## src/rtl/instruction_fetch_unit_if.sv

```systemverilog
// Fetch-unit bundle: instruction-memory handshake, hazard/redirect controls
// and the IF/ID pipeline register outputs seen by decode.
interface instruction_fetch_unit_if;
    logic        i_mem_read;
    logic [31:0] i_mem_address;
    logic        i_mem_busywait;
    logic [31:0] i_mem_readdata;
    logic        stall;
    logic        redirect;
    logic [31:0] redirect_target;
    logic [31:0] pc_out;
    logic [31:0] pc_plus_4_out;
    logic [31:0] instruction_out;
    logic        valid_out;

    // fetch unit side
    modport master (
        output i_mem_read, i_mem_address,
        input  i_mem_busywait, i_mem_readdata,
        input  stall, redirect, redirect_target,
        output pc_out, pc_plus_4_out, instruction_out, valid_out
    );

    // memory / hazard unit / decode side
    modport slave (
        input  i_mem_read, i_mem_address,
        output i_mem_busywait, i_mem_readdata,
        output stall, redirect, redirect_target,
        input  pc_out, pc_plus_4_out, instruction_out, valid_out
    );
endinterface

```

## src/rtl/instruction_fetch_unit.sv

```systemverilog
// Instruction fetch front end: PC, busywait memory handshake, one-entry hold
// buffer for stalls, and redirects that may land while a fetch is in flight.
//
// state | meaning
// FETCH | request at pc; deliver the word to IF/ID on completion
// DRAIN | redirect seen mid-request; wait out the old fetch, discard its data
// HOLD  | word fetched under stall is parked in hold_instr; no memory request
module instruction_fetch_unit #(
    parameter logic [31:0] RESET_PC  = 32'h0000_0000,
    parameter logic [31:0] NOP_INSTR = 32'h0000_0013
) (
    input  logic                       clk,
    input  logic                       reset,
    instruction_fetch_unit_if.master   bus
);
    typedef enum logic [1:0] {FETCH, DRAIN, HOLD} state_t;

    state_t      state, state_n;
    logic [31:0] pc, pc_n;
    logic [31:0] redirect_reg, redirect_reg_n;
    logic [31:0] hold_instr, hold_instr_n;
    logic [31:0] pc_out_n, pc_plus_4_out_n, instruction_out_n;
    logic        valid_out_n;
    logic        done;
    logic [31:0] target;

    assign target = bus.redirect_target & 32'hFFFF_FFFC;
    assign done   = bus.i_mem_read && !bus.i_mem_busywait;

    // state register
    always_ff @(posedge clk or posedge reset) begin
        if (reset) state <= FETCH;
        else       state <= state_n;
    end

    // next-state and datapath next values
    always_comb begin
        state_n           = state;
        pc_n              = pc;
        redirect_reg_n    = redirect_reg;
        hold_instr_n      = hold_instr;
        pc_out_n          = bus.pc_out;
        pc_plus_4_out_n   = bus.pc_plus_4_out;
        instruction_out_n = bus.instruction_out;
        valid_out_n       = bus.valid_out;
        case (state)
            FETCH: begin
                if (done && bus.redirect) begin
                    pc_n              = target;
                    valid_out_n       = 1'b0;
                    instruction_out_n = NOP_INSTR;
                end else if (done && bus.stall) begin
                    hold_instr_n = bus.i_mem_readdata;
                    state_n      = HOLD;
                end else if (done) begin
                    pc_out_n          = pc;
                    pc_plus_4_out_n   = pc + 32'd4;
                    instruction_out_n = bus.i_mem_readdata;
                    valid_out_n       = 1'b1;
                    pc_n              = pc + 32'd4;
                end else if (bus.redirect) begin
                    redirect_reg_n    = target;
                    valid_out_n       = 1'b0;
                    instruction_out_n = NOP_INSTR;
                    state_n           = DRAIN;
                end else if (!bus.stall) begin
                    valid_out_n       = 1'b0;
                    instruction_out_n = NOP_INSTR;
                end
            end
            DRAIN: begin
                valid_out_n       = 1'b0;
                instruction_out_n = NOP_INSTR;
                if (bus.redirect) redirect_reg_n = target;
                if (done) begin
                    pc_n    = bus.redirect ? target : redirect_reg;
                    state_n = FETCH;
                end
            end
            HOLD: begin
                if (bus.redirect) begin
                    hold_instr_n      = NOP_INSTR;
                    pc_n              = target;
                    valid_out_n       = 1'b0;
                    instruction_out_n = NOP_INSTR;
                    state_n           = FETCH;
                end else if (!bus.stall) begin
                    pc_out_n          = pc;
                    pc_plus_4_out_n   = pc + 32'd4;
                    instruction_out_n = hold_instr;
                    valid_out_n       = 1'b1;
                    pc_n              = pc + 32'd4;
                    state_n           = FETCH;
                end
            end
            default: state_n = FETCH;
        endcase
    end

    // PC, side buffers and the IF/ID register
    always_ff @(posedge clk or posedge reset) begin
        if (reset) begin
            pc                  <= RESET_PC;
            redirect_reg        <= 32'h0;
            hold_instr          <= NOP_INSTR;
            bus.pc_out          <= RESET_PC;
            bus.pc_plus_4_out   <= RESET_PC + 32'd4;
            bus.instruction_out <= NOP_INSTR;
            bus.valid_out       <= 1'b0;
        end else begin
            pc                  <= pc_n;
            redirect_reg        <= redirect_reg_n;
            hold_instr          <= hold_instr_n;
            bus.pc_out          <= pc_out_n;
            bus.pc_plus_4_out   <= pc_plus_4_out_n;
            bus.instruction_out <= instruction_out_n;
            bus.valid_out       <= valid_out_n;
        end
    end

    // memory request decode; address never moves while a request is open
    always_comb begin
        bus.i_mem_read    = (state != HOLD);
        bus.i_mem_address = pc;
    end
endmodule
```

## src/flat_wrapper.sv

```systemverilog
// flat-port wrapper written by rule: the top's interface ports become plain ports
module instruction_fetch_unit_flat 
#(
    parameter logic [31:0] RESET_PC  = 32'h0000_0000,
    parameter logic [31:0] NOP_INSTR = 32'h0000_0013
)
  (clk, reset, bus_i_mem_read, bus_i_mem_address, bus_i_mem_busywait, bus_i_mem_readdata, bus_stall, bus_redirect, bus_redirect_target, bus_pc_out, bus_pc_plus_4_out, bus_instruction_out, bus_valid_out);
  instruction_fetch_unit_if bus_i ();
  input  logic clk;
  input  logic reset;
  output wire logic [$bits(bus_i.i_mem_read)-1:0] bus_i_mem_read;
  output wire logic [$bits(bus_i.i_mem_address)-1:0] bus_i_mem_address;
  input wire logic [$bits(bus_i.i_mem_busywait)-1:0] bus_i_mem_busywait;
  input wire logic [$bits(bus_i.i_mem_readdata)-1:0] bus_i_mem_readdata;
  input wire logic [$bits(bus_i.stall)-1:0] bus_stall;
  input wire logic [$bits(bus_i.redirect)-1:0] bus_redirect;
  input wire logic [$bits(bus_i.redirect_target)-1:0] bus_redirect_target;
  output wire logic [$bits(bus_i.pc_out)-1:0] bus_pc_out;
  output wire logic [$bits(bus_i.pc_plus_4_out)-1:0] bus_pc_plus_4_out;
  output wire logic [$bits(bus_i.instruction_out)-1:0] bus_instruction_out;
  output wire logic [$bits(bus_i.valid_out)-1:0] bus_valid_out;
  assign bus_i_mem_read = bus_i.i_mem_read;
  assign bus_i_mem_address = bus_i.i_mem_address;
  assign bus_i.i_mem_busywait = bus_i_mem_busywait;
  assign bus_i.i_mem_readdata = bus_i_mem_readdata;
  assign bus_i.stall = bus_stall;
  assign bus_i.redirect = bus_redirect;
  assign bus_i.redirect_target = bus_redirect_target;
  assign bus_pc_out = bus_i.pc_out;
  assign bus_pc_plus_4_out = bus_i.pc_plus_4_out;
  assign bus_instruction_out = bus_i.instruction_out;
  assign bus_valid_out = bus_i.valid_out;
  instruction_fetch_unit #(.RESET_PC(RESET_PC), .NOP_INSTR(NOP_INSTR)) u_core (.clk(clk), .reset(reset), .bus(bus_i));
endmodule
```

## config.mk

```make
export PLATFORM = sky130hd
export DESIGN_NAME = instruction_fetch_unit_flat
export DESIGN_NICKNAME = d
export VERILOG_FILES = /design/src/rtl/instruction_fetch_unit_if.sv /design/src/rtl/instruction_fetch_unit.sv /design/src/flat_wrapper.sv
export SDC_FILE = /design/constraint.sdc
export NUM_CORES = 1
export LEC_CHECK = 0
export ABC_AREA = 0
export CAP_MARGIN = 20
export CORE_UTILIZATION = 30
export CTS_CLUSTER_SIZE = 8
export DETAILED_ROUTE_END_ITERATION = 7
export GPL_ROUTABILITY_DRIVEN = 0
export GPL_TIMING_DRIVEN = 0
export PLACE_DENSITY = 0.61
export SYNTH_ARGS = -nofsm -noshare
export SYNTH_HDL_FRONTEND = slang
export SYNTH_SLANG_ARGS = --single-unit
```

## constraint.sdc

```tcl
create_clock -name clk -period 20 [get_ports clk]
set_clock_uncertainty 0.2 [all_clocks]
set_input_delay 3 -clock clk [delete_from_list [all_inputs] [get_ports clk]]
set_output_delay 3 -clock clk [all_outputs]
set_load 0.01 [all_outputs]
```

# Word level (Yosys, flattened, before mapping)
# Index checks and enable logic that the tools add are counted.
dict set report word_totals {
  word_cells 90
  in_bits 69
  reg_bits 195
  out_inout_bits 130
}
dict set report op_classes {
  eq_ne 18
  addsub 1
  muxes 49
  n_reduce_logical 14
}
# op count
set op_table {}
lappend op_table {{$mux 32} 27}
lappend op_table {{$pmux 32 s2} 4}
lappend op_table {{$pmux 32 s3} 2}
lappend op_table {{$add 32x3->32 const B} 1}
lappend op_table {{$mux 2} 7}
lappend op_table {{$ne 2x2->1 const B} 7}
lappend op_table {{$reduce_and 4->1} 3}
lappend op_table {{$reduce_and 5->1} 2}
lappend op_table {{$mux 1} 7}
lappend op_table {{$ne 2x1->1 const B} 3}
lappend op_table {{$ne 3x2->1 const B} 2}
lappend op_table {{$ne 3x3->1 const B} 2}
lappend op_table {{$pmux 2 s3} 1}
lappend op_table {{$reduce_and 6->1} 1}
lappend op_table {{$ne 5x3->1 const B} 1}
lappend op_table {{$reduce_bool 2->1} 2}
lappend op_table {{$logic_and 1x1->1} 3}
lappend op_table {{$ne 3x1->1 const B} 1}
lappend op_table {{$pmux 1 s3} 1}
lappend op_table {{$reduce_bool 3->1} 1}
lappend op_table {{$eq 2x1->1 const B} 1}
lappend op_table {{$eq 2x2->1 const B} 1}
lappend op_table {{$logic_not 2->1} 1}
lappend op_table {{$logic_not 1->1} 1}

# Depth between registers and ports, before layout
dict set report depth {
  depth_word 6
  ltp_mapped 11
  ltp_nobuf 7
}

# Worst setup path after synthesis
# OpenSTA, ideal clock, no wires.
dict set report synth_path {
  path_kind {in2reg}
  from {input bus_i_mem_busywait}
  to {register u_core.pc[29] (netlist: u_core.bus.i_mem_address[29])}
  t_required_ps 19674
  t_arrival_ps 4610
  stages 6
  path_slack_ps 15064
  path_cell_list {buf_4 > nor2_2 > nand2_1 > a211oi_2 > mux2_2 > o32a_1}
}
dict set report synth_via {
  elab_chain_cells 5
  word_cells_on_any_way 10
}
# element line
set synth_lines {}
lappend synth_lines {{start: declaration} flat_wrapper.sv:13} ;# input wire logic [$bits(bus_i.i_mem_busywait)-1:0] bus_i_mem_busywait;
lappend synth_lines {{$logic_not 1->1 (*)} instruction_fetch_unit.sv:28} ;# assign done = bus.i_mem_read && !bus.i_mem_busywait;
lappend synth_lines {{$logic_and 1x1->1 (*)} instruction_fetch_unit.sv:28}
lappend synth_lines {{$logic_and 1x1->1, on equally long branches} {instruction_fetch_unit.sv:48, instruction_fetch_unit.sv:52}}
lappend synth_lines {{$ne 3x1->1 (no source line), or another cell as far along} n/a}
lappend synth_lines {{$reduce_and 5->1 (no source line) or $pmux 32 s3 (tied branches)} n/a}
lappend synth_lines {{end signal: assignment} instruction_fetch_unit.sv:111} ;# pc <= pc_n;
lappend synth_lines {{end: declaration} instruction_fetch_unit.sv:19} ;# logic [31:0] pc, pc_n;
# Mark *: on every way between the ends. The rest lies on a longest branch, timed or not.
# A chain may end at the register's enable or synchronous reset.

# Worst setup path in the final report
dict set report layout_path {
  from {register u_core.state[0]}
  to {output bus_i_mem_read}
}
dict set report layout_via {
  elab_chain_cells 1
}
# element line
set layout_lines {}
lappend layout_lines {{start: declaration} instruction_fetch_unit.sv:18} ;# state_t state, state_n;
lappend layout_lines {{start signal: assignment} instruction_fetch_unit.sv:33} ;# else state <= state_n;
lappend layout_lines {{$ne 2x2->1} instruction_fetch_unit.sv:123} ;# bus.i_mem_read = (state != HOLD);
lappend layout_lines {{end: declaration} flat_wrapper.sv:11} ;# output wire logic [$bits(bus_i.i_mem_read)-1:0] bus_i_mem_read;
# Every way passes these cells.

==> reports/results.ini <==
[outcome]
outcome = finished, final reports clean

[global_routing]
grt_pass1_vias = 8874
grt_max_degree = 123
grt_overflow = 0
antenna_found_initial = 1
gr-usage-all-layers = 0.205
grt_pass1_wl_mm = 52.6

[synthesis]
syn_area_um2 = 10000
yosysSeqAreaShare = 0.484
synth_commonest_cells = dfrtp_1, nand2_1, o21ai_0, mux2_2, a21oi_1
synth_cell_types = 80
synth-xor-area-share = 0.0175
synth_edf_count = 0
synth_area_leaders = dfrtp_1, mux2_2, o21ai_0
syn_avg_cell_area_um2 = 9.67
synth.area.mux_share = 0.0850
synth-compound-area-share = 0.200
async_flop_share = 1.00
synthMostInstantiatedCell = dfrtp_1
yosysWarnings = 0
synthSimpleGateAreaFrac = 0.150
synth_top_area_share = 0.466
synth_top_family_by_area = compound AO/OA/AOI/OAI gates
synth-seq-cells = 193
synth_cells = 1034
syn_nets = 1109
synth_fa_ha_area_frac = 0.00751
synth_largest_area_cell = dfrtp_1
synth_ff_type = dfrtp_1

[floorplanning]
row_count = 66
die_area_um2 = 34100
fp.dieW_um = 185
start_util = 0.306
io_pins = 199
fp.coreArea_um2 = 32700
die_h_um = 185

[detailed_routing]
avgViaCountPerCell = 5.30
via_count = 9044
drt_iter0_markers = 875
wire_per_inst_um = 20.2
wl_mm = 34.4
antenna_left = 0
drc = 0
firstDrtPassIters = 5

[setup_path]
path_depth = 7
crit_chain = inv_1 > ha_1 > buf_2 > inv_1 > clkbuf_1 > clkbuf_1 > clkdlybuf4s50_1
cp.arrival_ns = 2.99
cp.required_ns = 16.80
crit_start = u_core.state[0]
end_kind = output port
ff2ff_path_depth = 8
r2r_setup_slack_ns = 16.68
r2r_start = u_core.state[0]
cp-start-kind = register
r2r_end = u_core.bus.i_mem_address[29]
critical_path_peak_fanout = 10
critPathBufInv = 6
worstSetupPathType = reg2out
critPathMaxStageDelay_ns = 0.63
crit_path_end = bus_i_mem_read
cp_top_family = buffers and inverters
crit_path_top_delay_cell = clkdlybuf4s50_1

[pwr]
ir_drop_uv = 71.6
powerDensity_nw_per_um2 = 148
p_leak_nw = 5.38

[clocking]
root_buffer = clkbuf_16
clockBufferDepth = 2
ctsResizeCount = 0
hold_buffers = 0
clk_latency_ns = 0.45
cts_sinks = 193
cts_tree = done
clk_pin_slew_worst_paths_ns = 0.07
h-tree-depth = 4
post_cts_buffers = 0
cts_buffers = 17

[final_layout]
fin_cells = 1705
syn2layout_area_growth_pct = 31.5
drive_gt1_frac = 0.132
n_antenna_cell = 0
nets = 1325

[placed_design]
dp_cells = 1673
hpwl_mm = 25.0
port_buffers = 195

[timing]
max_freq_mhz = 161
slew_viol_final = 0
period_needed_ns = 6.19
post-route-period-util = 0.310
rsz0062_at_grt = false
fin_tns_setup_ns = 0
hold_viol = 0
setup_viol = 0
slew_headroom = 0.331
max_slew.worst_pin.slew_ns = 1.00

[min_path]
hold_path_class = reg2reg

[job]
maxCapViolCount = 0

==> through the flow <==
| stage | area [um2] | util | power (mW) | hold WS [ns] | setup slack, ns |
|---|---|---|---|---|---|
| after CTS | 13100 | 0.402 | 1.96 | 0.286 | 13.82 |
| after floorplan | 10000 | - | 1.17 | 0.249 | 11.56 |
| after global placement | 12500 | 0.382 | 1.57 | 0.260 | 8.57 |
| after global routing | 13100 | 0.402 | 2.07 | 0.297 | 13.64 |
| final | 13100 | 0.402 | 1.95 | 0.278 | 13.81 |
| after detailed placement | 12500 | 0.384 | 1.60 | 0.271 | 14.17 |
==> area by class of cell <==
cell class	count	area, um2
buffer	85	479
clock buffer	18	429
clock inverter	14	173
fill	3256	19600
inverter	21	86.3
multi-input combinational	735	4600
sequential	193	4840
tap	442	553
timing repair buffer	197	1990
==> power breakdown <==
group          switching [mW]  internal, mW  total [mW]  leakage [nW]
clock                   0.168         0.189       0.357         0.292
sequential              0.126         0.556       0.682          2.42
combinational           0.482         0.430       0.912          2.66
total                   0.776          1.17        1.95          5.38
==> worst min-delay path by stage <==
stage / start / end / slack (ns) / cells past startpoint
after global placement: u_core.bus.instruction_out[2] / u_core.bus.instruction_out[2] / 0.26 / 2
after global routing: u_core.bus.pc_plus_4_out[2] / u_core.bus.pc_plus_4_out[2] / 0.30 / 2
after CTS: u_core.bus.pc_plus_4_out[2] / u_core.bus.pc_plus_4_out[2] / 0.29 / 2
final: u_core.bus.pc_plus_4_out[2] / u_core.bus.pc_plus_4_out[2] / 0.28 / 2
after floorplan: u_core.redirect_reg[2] / u_core.redirect_reg[2] / 0.25 / 2
after detailed placement: u_core.bus.pc_plus_4_out[30] / u_core.bus.pc_plus_4_out[30] / 0.27 / 2
==> cell families (layout without fill, tap and decap cells) <==
logic type	Yosys count	count (layout)
AO/OA/AOI/OAI	315	315
XOR/XNOR	20	20
AND/OR/NAND/NOR	317	317
multiplexers	77	77
adder cells (fa/ha/maj)	6	6
flip-flops	193	193
buffers and inverters	106	335
==> per-layer routing <==
layer | global-route usage | part of all wire | wire [um] | vias to the layer above
met3 | 0.0601 | 0.089 | 3070 | 57
met1 | 0.260 | 0.42 | 14600 | 4436
met4 | 0.0737 | 0.029 | 984 | 2
met2 | 0.330 | 0.46 | 15800 | 396
met5 | 0 | 0.00049 | 17 | -
li1 | - | - | - | 4153
==> worst min-delay path: cells and delay by family, from the launching register on <==
family	cells	cell delay, ns
DFF	1	0.37
muxes	1	0.06
buffers and inverters	1	0.04
==> placed cells by master (no fill, tap or decap), types with 8 or more instances in the layout <==
cell type        count
clkdlybuf4s50_1    195
dfrtp_1            186
nand2_1            164
o21ai_0            129
mux2_2              63
a21oi_1             47
clkbuf_1            43
nor2_1              40
a22oi_1             33
nand3_1             23
buf_2               21
nor3_1              21
inv_1               19
clkbuf_16           17
xnor2_1             15
mux2i_1             14
buf_4               11
o22ai_1             11
and3_1               9
nand2b_1             9
clkbuf_8             8
a221oi_1             8
o32a_1               8
No activity file was read; power rests on OpenSTA's default activity.
